<file path="config.mk">
export PLATFORM = sky130hd
export DESIGN_NAME = hangman_guess_ctrl
export DESIGN_NICKNAME = d
export VERILOG_FILES = /design/src/rtl/hangman_pkg.sv /design/src/rtl/hangman_guess_ctrl.sv
export SDC_FILE = /design/constraint.sdc
export NUM_CORES = 1
export LEC_CHECK = 0
export CORE_MARGIN = 2
export CORE_UTILIZATION = 61
export CTS_CLUSTER_SIZE = 14
export DETAILED_ROUTE_END_ITERATION = 8
export DONT_BUFFER_PORTS = 1
export PLACE_DENSITY = 0.77
export SYNTH_ARGS = -nofsm -noshare
export SYNTH_HDL_FRONTEND = slang
export SYNTH_SLANG_ARGS = --single-unit
</file>
<file path="constraint.sdc">
create_clock -name clk -period 3.81 [get_ports clk]
set_clock_uncertainty 0.05 [all_clocks]
set_input_delay 0.5715 -clock clk [delete_from_list [all_inputs] [get_ports clk]]
set_output_delay 0.5715 -clock clk [all_outputs]
set_load 0.02 [all_outputs]
</file>
<file path="src/rtl/hangman_pkg.sv">
// Shared constants, state encoding and letter-code helper for the Hangman round logic.
package hangman_pkg;

    localparam int LETTER_W    = 5;
    localparam int NUM_LETTERS = 26;
    localparam int WORD_LEN    = 5;

    localparam logic [LETTER_W-1:0] LETTER_NONE = 5'b11111;

    typedef enum logic [2:0] {
        S_IDLE    = 3'd0,
        S_CHECK   = 3'd1,
        S_UPDATE  = 3'd2,
        S_RELEASE = 3'd3,
        S_WIN     = 3'd4,
        S_LOSE    = 3'd5
    } state_t;

    function automatic logic is_valid_letter(input logic [LETTER_W-1:0] code);
        return (code < 5'd26);
    endfunction

endpackage

</file>
<file path="src/rtl/hangman_guess_ctrl.sv">
// Hangman round controller: captures a guess, scans the five word positions one per cycle,
// then updates found flags, miss bookkeeping and the sticky win/lose result.
module hangman_guess_ctrl
    import hangman_pkg::*;
#(
    parameter int MAX_MISS = 6
) (
    input  logic       clk,
    input  logic       reset,
    input  logic       go,
    input  logic [4:0] guess,
    input  logic [4:0] letter1,
    input  logic [4:0] letter2,
    input  logic [4:0] letter3,
    input  logic [4:0] letter4,
    input  logic [4:0] letter5,
    output logic [4:0] found,
    output logic [2:0] miss_count,
    output logic       busy,
    output logic       guess_done,
    output logic       last_hit,
    output logic       last_repeat,
    output logic       win,
    output logic       lose
);

    localparam logic [2:0] MAX_MISS_C = 3'(MAX_MISS);

    state_t                 state_r;
    logic [2:0]             idx_r;
    logic [LETTER_W-1:0]    guess_r;
    logic                   hit_any_r;
    logic                   match_any_r;
    logic                   invalid_r;
    logic [NUM_LETTERS-1:0] miss_mask_r;

    logic [LETTER_W-1:0]    letter_sel_s;
    logic [WORD_LEN-1:0]    idx_onehot_s;
    logic [WORD_LEN-1:0]    unused_s;
    logic [31:0]            mask_ext_s;
    logic [31:0]            guess_onehot_s;
    logic                   match_s;
    logic                   mask_hit_s;
    logic                   new_miss_s;
    logic                   repeat_s;
    logic [2:0]             miss_next_s;
    logic                   win_s;
    logic                   lose_s;

    // Position mux, miss-mask lookup and end-of-guess decisions.
    always_comb begin
        letter_sel_s = LETTER_NONE;
        case (idx_r)
            3'd0:    letter_sel_s = letter1;
            3'd1:    letter_sel_s = letter2;
            3'd2:    letter_sel_s = letter3;
            3'd3:    letter_sel_s = letter4;
            3'd4:    letter_sel_s = letter5;
            default: letter_sel_s = LETTER_NONE;
        endcase
        idx_onehot_s   = 5'b00001 << idx_r;
        unused_s       = {letter5 == LETTER_NONE, letter4 == LETTER_NONE, letter3 == LETTER_NONE,
                          letter2 == LETTER_NONE, letter1 == LETTER_NONE};
        match_s        = (letter_sel_s == guess_r) && (letter_sel_s != LETTER_NONE);
        // Padding to 32 bits keeps the lookup in range for the invalid codes 26..31.
        mask_ext_s     = {6'b000000, miss_mask_r};
        guess_onehot_s = 32'd1 << guess_r;
        mask_hit_s     = mask_ext_s[guess_r];
        new_miss_s     = !invalid_r && !match_any_r && !mask_hit_s;
        repeat_s       = !invalid_r && ((!match_any_r && mask_hit_s) || (match_any_r && !hit_any_r));
        if (new_miss_s && (miss_count < MAX_MISS_C)) begin
            miss_next_s = miss_count + 3'd1;
        end else begin
            miss_next_s = miss_count;
        end
        win_s  = &(found | unused_s);
        lose_s = (miss_next_s == MAX_MISS_C);
    end

    // Round FSM together with all datapath and output registers.
    always_ff @(posedge clk or posedge reset) begin
        if (reset) begin
            state_r     <= S_IDLE;
            idx_r       <= 3'd0;
            guess_r     <= 5'd0;
            hit_any_r   <= 1'b0;
            match_any_r <= 1'b0;
            invalid_r   <= 1'b0;
            miss_mask_r <= 26'd0;
            found       <= 5'd0;
            miss_count  <= 3'd0;
            busy        <= 1'b0;
            guess_done  <= 1'b0;
            last_hit    <= 1'b0;
            last_repeat <= 1'b0;
            win         <= 1'b0;
            lose        <= 1'b0;
        end else begin
            case (state_r)
                S_IDLE: begin
                    guess_done <= 1'b0;
                    if (go) begin
                        guess_r     <= guess;
                        idx_r       <= 3'd0;
                        hit_any_r   <= 1'b0;
                        match_any_r <= 1'b0;
                        busy        <= 1'b1;
                        if (is_valid_letter(guess)) begin
                            invalid_r <= 1'b0;
                            state_r   <= S_CHECK;
                        end else begin
                            invalid_r <= 1'b1;
                            state_r   <= S_UPDATE;
                        end
                    end
                end
                S_CHECK: begin
                    if (match_s) begin
                        match_any_r <= 1'b1;
                        if ((found & idx_onehot_s) == 5'd0) begin
                            found     <= found | idx_onehot_s;
                            hit_any_r <= 1'b1;
                        end
                    end
                    if (idx_r == 3'd4) begin
                        state_r <= S_UPDATE;
                    end else begin
                        idx_r <= idx_r + 3'd1;
                    end
                end
                S_UPDATE: begin
                    busy       <= 1'b0;
                    guess_done <= 1'b1;
                    // An invalid code leaves the hit/repeat history untouched.
                    if (!invalid_r) begin
                        last_hit    <= hit_any_r;
                        last_repeat <= repeat_s;
                    end
                    if (new_miss_s) begin
                        miss_mask_r <= miss_mask_r | guess_onehot_s[NUM_LETTERS-1:0];
                    end
                    miss_count <= miss_next_s;
                    if (win_s) begin
                        win     <= 1'b1;
                        state_r <= S_WIN;
                    end else if (lose_s) begin
                        lose    <= 1'b1;
                        state_r <= S_LOSE;
                    end else begin
                        state_r <= S_RELEASE;
                    end
                end
                S_RELEASE: begin
                    guess_done <= 1'b0;
                    if (!go) begin
                        state_r <= S_IDLE;
                    end
                end
                S_WIN, S_LOSE: begin
                    guess_done <= 1'b0;
                end
                default: begin
                    state_r <= S_IDLE;
                end
            endcase
        end
    end

endmodule
</file>
Word level (Yosys, flattened, before mapping):

Index checks and enable logic that the tools add are counted.

* register bits after elaboration: 54
* latch bits: 0
* bits in writable memories: 0
* ROM bits: 0
* input port bits: 33
* output and inout port bits: 14
* logic and storage cells: 108
* memories: 0

* add/sub/neg operators: 2
* $mul: 0
* divide/modulo/power cells: 0
* magnitude comparators: 3
* equal/unequal tests: 23
* shifts and indexed selects: 2
* multiplexer cells: 24
* bitwise operators: 7
* reductions and logical operators: 32

Operators with widths (count)
* $or A26 B26 Y26: 1
* $shl A1 B5 Y26 const A: 1
* $eq A5 B5 Y1 const B: 5
* $pmux W5 S5: 1
* $mux W3: 8
* $pmux W3 S5: 1
* $eq A3 B2 Y1 const B: 4
* $eq A3 B3 Y1 const B: 4
* $ne A2 B2 Y1 const B: 6
* $reduce_and A3 Y1: 4
* $or A5 B5 Y5: 2
* $pmux W1 S2: 4
* $reduce_and A2 Y1: 4
* $reduce_and A4 Y1: 2
* $logic_and A1 B1 Y1: 7
* $mux W1: 7
* $add A3 B1 Y3 const B: 2
* $eq A3 B1 Y1 const B: 2
* $logic_not A3 Y1: 2
* $lt A5 B6 Y1 const B: 1
* $pmux W3 S2: 1
* $reduce_and A6 Y1: 1
* $reduce_bool A2 Y1: 3
* $and A5 B5 Y5: 1
* other kinds (14): 19

Logic depth before layout (Yosys ltp):

Gate-level depths: netlist of run 1.

* word-level depth: 10
* gate-level depth with buffers: 10
* gate-level depth less buffers: 9

Least setup slack after synthesis of run 1:

OpenSTA, ideal clock, no wires.

* kind: reg2reg
* start point: register idx_r[0]
* end point: register found[0]
* setup time: 0.064 ns
* data arrival time: 2.582 ns
* required time: 3.696 ns
* path slack: 1.114 ns
* stages on the path, launching flop included: 11
* buffers on the path: 1
* clock period less this slack: 2.696 ns
* path through: dfrtp_1 inv_1 ha_1 buf_6 or2_4 a211oi_4 nor2_1 xnor2_1 or4_4 nor4_4 a21o_1

* cells in the longest elaborated chain, start to end: 5
* elaborated cells between the ends (all ways): 14
* those cells by class: eq/ne: 6; shift: 1; mux: 1; bitwise: 2; reduce/logical: 4

RTL lines
* from (decl): RTL line hangman_guess_ctrl.sv:30 `logic [2:0] idx_r;`
* from (signal assigned): RTL line hangman_guess_ctrl.sv:128 `idx_r <= idx_r + 3'd1;`
* $eq A3 B3 Y1, or another cell as far along: RTL line hangman_guess_ctrl.sv:53 `case (idx_r)`
* $pmux W5 S5: RTL line hangman_guess_ctrl.sv:53
* $eq A5 B5 Y1 / $ne A5 B5 Y1 (equally long branches): RTL line hangman_guess_ctrl.sv:64 `match_s = (letter_sel_s == guess_r) && (letter_sel_s != LETTER_NONE);`
* $logic_and A1 B1 Y1: RTL line hangman_guess_ctrl.sv:64
* $reduce_and A3 Y1 (no source line)
* to (signal assigned): RTL line hangman_guess_ctrl.sv:121 `found <= found | idx_onehot_s;`
* to (decl): RTL line hangman_guess_ctrl.sv:17 `output logic [4:0] found,`

Parallel ways exist; a longest one is shown, timed or not.
A chain may end at the register's enable or synchronous reset.

Worst setup path in the final report of run 1:

* start point: register idx_r[2]
* end point: register found[1]

Same word-level chain as after synthesis.

==> impl_metrics.yaml, run 1 <==
status:
  run_status: "complete, no violations"
yosys:
  synth_area_leaders: "dfrtp_1, a21o_1, mux4_2"
  ys_warn_count: 0
  synthArstFlopShare_pct: 100
  synthesis.area_um2: 2950
  synth_seq_cells: 54
  synth_common_cells: "dfrtp_1, nand2_1, a21o_1, nor2_1, o21ai_0"
  syn_inst: 269
  ys.flop_type: "dfrtp_1"
  syn_nets: 309
  ys_types: 59
  synth_enable_flop_cells: 0
  synth.most_common_cell: "dfrtp_1"
  yosysTopAreaCellShare_pct: 45.8
  synth_top_area_cell: "dfrtp_1"
  avgSynthCellArea_um2: 11.0
  ys_seq_area_share_pct: 45.8
timing:
  fmax_mhz: 329
  timing.final.crit_share_pct: 79.9
  relSlewSlack_pct: 26.2
  hold_violations: 0
  setup-violations-final: 0
  hold_ws_ps: 354
  drv_slew: 0
  worst_pin_slew_ps: 1100
  fin_ws_ps: 767
  finalCriticalPeriod_ps: 3040
  fin_setup_tns_ps: 0
  rsz0062_at_grt: "no"
floorplanning:
  io_pins: 47
  die_y_um: 73.6
  dieArea_um2: 5410
  start_util_pct: 62.9
  dieWidth_um: 73.6
  rows: 25
  fp.coreArea_um2: 4690
cells_and_area:
  final_util_pct: 64.7
  final_nets: 301
  multi_input_area_um2: 1470
  regArea_um2: 1350
  diodes: 0
  fill_cells: 391
  final_cells: 316
  area_growth_pct: 2.92
  drive_gt1_share_pct: 12.6
placement:
  place_congestion: 0.841
  pre_cts_ws_ps: 826
  dp_cells: 308
  dp_hpwl_um: 4270
  port_buffers: 0
route:
  vias_per_cell: 6.81
  wl_um: 6030
  drt_pass1_iterations: 4
  vias: 2152
  drc: 0
  drt_iter0_markers: 226
  wl_per_cell_um: 19.1
  antenna_left: 0
cts:
  cts_hold_buf: 0
  cts_tree: "done"
  postCtsSetupBuffers: 0
  clockBufferDepth: 2
  cts_root_buf: "clkbuf_8"
  clk_latency_ps: 310
  htreeDepth: 2
  path_clk_slew_ps: 100
  cts-resized-gates: 0
  cts.sinks: 54
  cts_made_buffers: 5
worst_setup_path:
  slowest_delay_ps: 700
  cp-end-kind: "flip-flop"
  cp.required_ps: 4020
  cp_max_fo: 17
  cp_slowest_cell: "dfrtp_1"
  arrival_ps: 3250
  path_class: "flip-flop to flip-flop"
  crit_chain: "inv_1 -> ha_1 -> a211oi_4 -> nor2_1 -> xnor2_1 -> or4_4 -> nor4_4 -> a21o_1"
  start_kind: "flip-flop"
global_routing:
  grt_pass1_vias: 2028
  grt-ovfl-total: 0
  antenna_found_initial: 0
  grt_max_degree: 55
  grt_use_total_pct: 23.5
  grt_first_pass_wirelength_um: 9700
power:
  powerDensity_nw_per_um2: 833
  leakage_nw: 1.49
  ir_drop_v: 0.000462
job:
  cap_violations: 0
min_path:
  hp-class: "primary input to flip-flop"
## critical path: cells and delay by family (launching register included)
kind            cells  cell delay (ps)
compound gates      2              540
flops               1              700
buf+inv             1              220
xor+xnor            1              140
simple gates        3             1030
fa+ha+maj           1              300
## state kept, by name (all words and copies together) (netlist names), 3 cells and up
signal / cells
state_r: 3
idx_r: 3
guess_r: 5
found: 5
miss_count: 3
miss_mask_r: 26
## power by group
| part | leakage [nW] | total [W] | internal [W] | switching (W) |
|---|---|---|---|---|
| registers | 0.720 | 0.00112 | 0.000764 | 0.000352 |
| logic | 0.717 | 0.00103 | 0.000470 | 0.000558 |
| clock network | 0.0514 | 0.000386 | 0.000196 | 0.000190 |
## cell usage in the layout, fill, tap and decap left out, types with 5 or more instances in the layout
| master | n |
|---|---|
| a21o_1 | 19 |
| inv_1 | 9 |
| o21ai_0 | 12 |
| nor2_1 | 15 |
| mux2_2 | 7 |
| and3_1 | 5 |
| a31oi_1 | 5 |
| mux4_2 | 6 |
| a31o_1 | 10 |
| ha_1 | 7 |
| clkbuf_8 | 5 |
| dfrtp_1 | 54 |
| nand2_1 | 21 |
| a21oi_1 | 9 |
## per-layer routing
layer | routed length [um] | up-vias | part of all wire (%) | track usage (%)
li1 | - | 998 | - | -
met1 | 2780 | 1101 | 46 | 33.8
met2 | 2900 | 46 | 48 | 35.8
met3 | 277 | 7 | 4.6 | 5.21
met4 | 68 | 0 | 1.1 | 7.07
met5 | 0 | - | 0 | 0
## cell families (layout without fill, tap and decap cells)
| group | after synthesis | in the layout | synth area share, % |
|---|---|---|---|
| AO/OA/AOI/OAI | 90 | 90 | 22.9 |
| AND/OR/NAND/NOR | 72 | 72 | 14.3 |
| flip-flops | 54 | 54 | 45.8 |
| buffers and inverters | 26 | 19 | 4.49 |
| multiplexers | 17 | 17 | 8.61 |
| adder cells (fa/ha/maj) | 7 | 7 | 2.97 |
| XOR/XNOR | 3 | 3 | 0.890 |
## area by class of cell
type / instances / share of cell area, %
multi-input cells: 189 / 48.3
flip-flops and latches: 54 / 44.5
inverters: 11 / 1.36
clock inverters: 2 / 1.24
well taps: 54 / 2.22
clock buffers: 6 / 2.39
## worst paths after layout
| kind | start | endpoint | slack (ps) | depth (start not counted) |
|---|---|---|---|---|
| max in group asynchronous | reset | miss_mask_r[24] | 2670 | 1 |
| min in group asynchronous | reset | miss_mask_r[15] | 360 | 1 |
| worst min register to register | miss_mask_r[3] | miss_mask_r[3] | 410 | 1 |
| worst max-delay path | idx_r[2] | found[1] | 770 | 8 |
| worst max register to register | idx_r[2] | found[1] | 770 | 8 |
| worst min-delay path | guess[0] | guess_r[0] | 350 | 1 |
## through the flow
stage	area (um^2)	power, W
after CTS	3040	0.00254
after floorplan	2950	0.00197
after global routing	3040	0.00273
after global placement	2930	0.00211
final	3040	0.00253
after detailed placement	2930	0.00215
No activity file was read; power rests on OpenSTA's default activity.
==> run 2, diff against run 1 <==
clock period = 2.8 ns   (was 3.81 ns; I/O delays follow)
==> impl_metrics.yaml, run 2 (synthesis gave the netlist of run 1 again) <==
global_routing:
  grt-busiest-layer: "met2"
  use_met2_pct: 38.4
  grt_first_pass_wirelength_um: 10300
  grt_use_total_pct: 24.9
  grt-ovfl-total: 0
  grt_max_degree: 55
  grt_pass1_vias: 2147
  met1_usage_pct: 35.9
  antenna_found_initial: 0
  grt.met3_usage_pct: 5.62
cells_and_area:
  final_nets: 310
  final_cell_mix: "dfrtp_1, nand2_1, a21o_1"
  max_flop_register: "miss_mask_r"
  diodes: 0
  area_growth_pct: 6.53
  drive_gt1_share_pct: 17.0
  final_common_cell: "dfrtp_1"
  reg.largest.list: "miss_mask_r: 26 flops, found: 5 flops, guess_r: 5 flops"
  final_util_pct: 67.0
  largest_reg_flops: 26
timing:
  fmax_mhz: 370
  timing.final.crit_share_pct: 96.5
  drv_slew: 0
  fin_setup_tns_ps: 0
  relSlewSlack_pct: 54.7
  hold_violations: 0
  worst_pin_slew_ps: 679
  rsz0062_at_grt: "no"
  finalCriticalPeriod_ps: 2700
  setup-violations-final: 0
placement:
  dp_hpwl_um: 4610
  port_buffers: 0
  place_congestion: 0.822
cts:
  htreeDepth: 2
  postCtsSetupBuffers: 0
  path_clk_slew_ps: 100
  cts.sinks: 54
  cts_made_buffers: 5
  cts_root_buf: "clkbuf_8"
  clockBufferDepth: 2
  cts_tree: "done"
  clk_latency_ps: 310
worst_setup_path:
  start_kind: "flip-flop"
  path_class: "flip-flop to flip-flop"
  rrSetupSlack_ps: 100
  arrival_ps: 2900
  reg2reg_from: "idx_r[1]"
  cp_slowest_cell: "or4_4"
  worstReg2RegEnd: "found[0]"
  cp.required_ps: 3000
  crit_chain: "inv_1 -> ha_1 -> or2_4 -> a211oi_4 -> buf_4 -> o31ai_2 -> or4_4 -> nor4_4 -> a21o_1"
  slowest_delay_ps: 570
  cp-end-kind: "flip-flop"
  worst_r2r_path_depth: 9
  cp_max_fo: 8
power:
  leakage_nw: 1.55
  ir_drop_v: 0.000588
  powerDensity_nw_per_um2: 1180
floorplanning:
  io_pins: 47
  rows: 25
  die_y_um: 73.6
  dieWidth_um: 73.6
  dieArea_um2: 5410
  start_util_pct: 62.9
  fp.coreArea_um2: 4690
status:
  run_status: "complete, no violations"
route:
  drt_iter0_markers: 196
  wl_per_cell_um: 19.6
  antenna_left: 0
  drc: 0
  vias: 2187
  drt_pass1_iterations: 4
  wl_um: 6360
  vias_per_cell: 6.73
min_path:
  hp-class: "primary input to asynchronous set/reset pin"
job:
  cap_violations: 0
run 2: changes by cell type in the layout (fill, tap and decap cells not counted), sizes merged:
cell / previous run / this run
buf: 0 / 9
bufinv: 1 / 2
clkinvlp: 1 / 0
run 2: final cells by class:
class / instances / area (um^2)
Clock buffer: 6 / 82.6
Clock inverter: 2 / 60.1
Fill cell: 355 / 1550
Inverter: 11 / 41.3
Multi-Input combinational cell: 189 / 1470
Sequential cell: 54 / 1350
Tap cell: 54 / 67.6
Timing Repair Buffer: 9 / 67.6
run 2: stage by stage:
| stage | hold WS (ps) | area (um^2) | worst slack, ps | instances | total power [W] |
|---|---|---|---|---|---|
| final | 106 | 3140 | 98.1 | 325 | 0.00370 |
| after global routing | 165 | 3140 | 10.1 | 325 | 0.00396 |
| after CTS | 136 | 3140 | 48.3 | 325 | 0.00369 |
| after detailed placement | 391 | 3000 | 87.4 | 317 | 0.00304 |
| after global placement | 384 | 3000 | 167 | 317 | 0.00298 |
| after floorplan | 373 | 2950 | 104 | 269 | 0.00268 |
run 2: per-layer routing:
layer	wire, um	vias to the layer above
met5	0	-
met4	63	0
li1	-	1013
met1	2860	1109
met3	358	6
met2	3080	59
run 2: worst max-delay path: cells and delay by family (launching register included):
family	cells	cell delay, ps
buffers and inverters	2	270
flip-flops	1	400
AND/OR/NAND/NOR	3	1160
AO/OA/AOI/OAI	3	480
adder cells (fa/ha/maj)	1	290
run 2: worst max-delay path by stage:
stage	start	to	cells after the start
2_1_floorplan	idx_r[0]	found[0]	10
3_3_place_gp	idx_r[0]	found[0]	9
3_5_place_dp	idx_r[0]	found[1]	9
4_1_cts	idx_r[0]	found[0]	9
5_1_grt	idx_r[1]	found[1]	9
6_report	idx_r[1]	found[0]	9
run 2: power breakdown:
part           total, W  internal (W)  switching [W]  leakage [nW]
registers       0.00141       0.00104       0.000369         0.719
clock network  0.000636      0.000381       0.000255        0.0714
logic           0.00165      0.000727       0.000927         0.758
run 2: repair_timing:
item | CTS | global route
endpoints found under the hold margin | 0 | 0
resized for setup | 0 | 5
hold buffers | 0 | 0
endpoints found under the setup margin | 0 | 7
==> run 3, diff against run 2 <==
CORE_UTILIZATION = 25   (was 61)
PLACE_DENSITY = unset   (was 0.77)
==> impl_metrics.yaml, run 3 (synthesis gave the netlist of run 1 again) <==
cells_and_area:
  reg.largest.list: "miss_mask_r: 26 flops, found: 5 flops, guess_r: 5 flops"
  diodes: 0
  max_flop_register: "miss_mask_r"
  final_cell_mix: "dfrtp_1, nand2_1, a21o_1"
  final_cells: 421
  drive_gt1_share_pct: 20.9
  postLayoutCellArea_um2: 3350
  largest_reg_flops: 26
  final_nets: 317
  final_common_cell: "dfrtp_1"
  area_growth_pct: 13.6
power:
  p_int_w: 0.00220
  leakage_nw: 1.59
  p_switching_w: 0.00161
  ir_drop_v: 0.000463
  netSwitchingFraction_pct: 42.2
  clockPowerShare_pct: 16.6
  power_frac_seq_pct: 38.1
  powerDensity_nw_per_um2: 1140
  pwr-share-comb_pct: 45.3
worst_setup_path:
  arrival_ps: 2860
  rrSetupSlack_ps: 120
  worst_r2r_path_depth: 9
  cp-end-kind: "flip-flop"
  crit_path_start: "idx_r[0]"
  cp.required_ps: 2980
  start_kind: "flip-flop"
  crit_end: "found[1]"
  path_class: "flip-flop to flip-flop"
  cp_max_fo: 8
  reg2reg_from: "idx_r[0]"
  worstReg2RegEnd: "found[1]"
timing:
  worst_pin_slew_ps: 740
  fmax_mhz: 373
  timing.final.crit_share_pct: 95.8
  setup-violations-final: 0
  drv_slew: 0
  relSlewSlack_pct: 50.1
  fin_setup_tns_ps: 0
  hold_violations: 0
  hold_ws_ps: 57.8
  finalCriticalPeriod_ps: 2680
floorplanning:
  dieArea_um2: 12700
  fp.coreArea_um2: 11500
  die_y_um: 113
  io_pins: 47
  dieWidth_um: 113
  start_util_pct: 25.7
  rows: 39
route:
  wl_per_cell_um: 16.8
  drc: 0
  vias: 2228
  antenna_left: 0
  vias_per_cell: 5.29
  wl_um: 7060
  drt_iter0_markers: 245
  drt_pass1_iterations: 4
min_path:
  hp-class: "primary input to asynchronous set/reset pin"
global_routing:
  grt_first_pass_wirelength_um: 11200
  grt_use_total_pct: 11.0
  grt_pass1_vias: 2197
  grt-ovfl-total: 0
  antenna_found_initial: 0
  grt_max_degree: 33
placement:
  port_buffers: 0
  dp_hpwl_um: 5380
  place_area_um2: 3140
  place_congestion: 0.877
  dp_cells: 411
cts:
  cts.sinks: 54
  clk_latency_ps: 290
  cts_hold_buf: 0
  htreeDepth: 2
  cts_made_buffers: 5
  path_clk_slew_ps: 70
  clockBufferDepth: 2
  cts_root_buf: "clkbuf_16"
  cts_tree: "done"
status:
  run_status: "complete, no violations"
job:
  cap_violations: 0
run 3: metal layers:
layer	global-route usage, %	share of wire, %	up-vias
met3	3.35	7.2	16
met5	0	0	-
met2	17.7	48	76
li1	-	-	1034
met4	4.23	2.6	0
met1	14.0	43	1102
run 3: final cells by class:
| class | count | area, um^2 |
|---|---|---|
| clock buffers | 6 | 139 |
| fillers | 1168 | 8110 |
| well taps | 143 | 179 |
| flip-flops and latches | 54 | 1350 |
| clock inverters | 2 | 12.5 |
| multi-input cells | 189 | 1510 |
| inverters | 11 | 41.3 |
| repair buffers | 16 | 124 |
run 3: worst max-delay path, stage by stage (launching register included):
cell	delay [ps]
dfrtp_1	420
inv_2	80
ha_2	240
or2_4	280
a211oi_4	240
buf_4	190
o31ai_2	70
or4_4	570
nor4_4	330
a21o_1	150
run 3: metrics by stage:
step / total power [W] / setup WS (ps) / utilization [%]
after floorplan: 0.00268 / 104 / -
after global routing: 0.00407 / -7.23 / 29.3
after global placement: 0.00305 / 106 / 27.4
after CTS: 0.00374 / 25.4 / 28.7
after detailed placement: 0.00310 / 44.4 / 27.4
final: 0.00381 / 118 / 29.3
run 3: repair_timing:
item                                    CTS  global route
gates resized for setup                   0            14
endpoints found under the setup margin    0            13
setup buffers                             0             2
run 3: worst min path at each step:
stage	end	slack, ps	cells past startpoint
after floorplan	miss_mask_r[10]	370	1
after global placement	miss_mask_r[10]	380	1
after detailed placement	miss_mask_r[14]	390	1
after CTS	miss_count[2]	90	1
after global routing	guess_r[3]	120	1
final	miss_mask_r[17]	60	1
run 3: power by group through the flow:
stage | registers, W | logic [W] | clock network, W
floorplan | 0.00127 | 0.00141 | 0
global placement | 0.00145 | 0.00160 | 0
detailed placement | 0.00146 | 0.00164 | 0
CTS | 0.00145 | 0.00165 | 0.000645
global route | 0.00149 | 0.00190 | 0.000676
finish | 0.00145 | 0.00173 | 0.000632
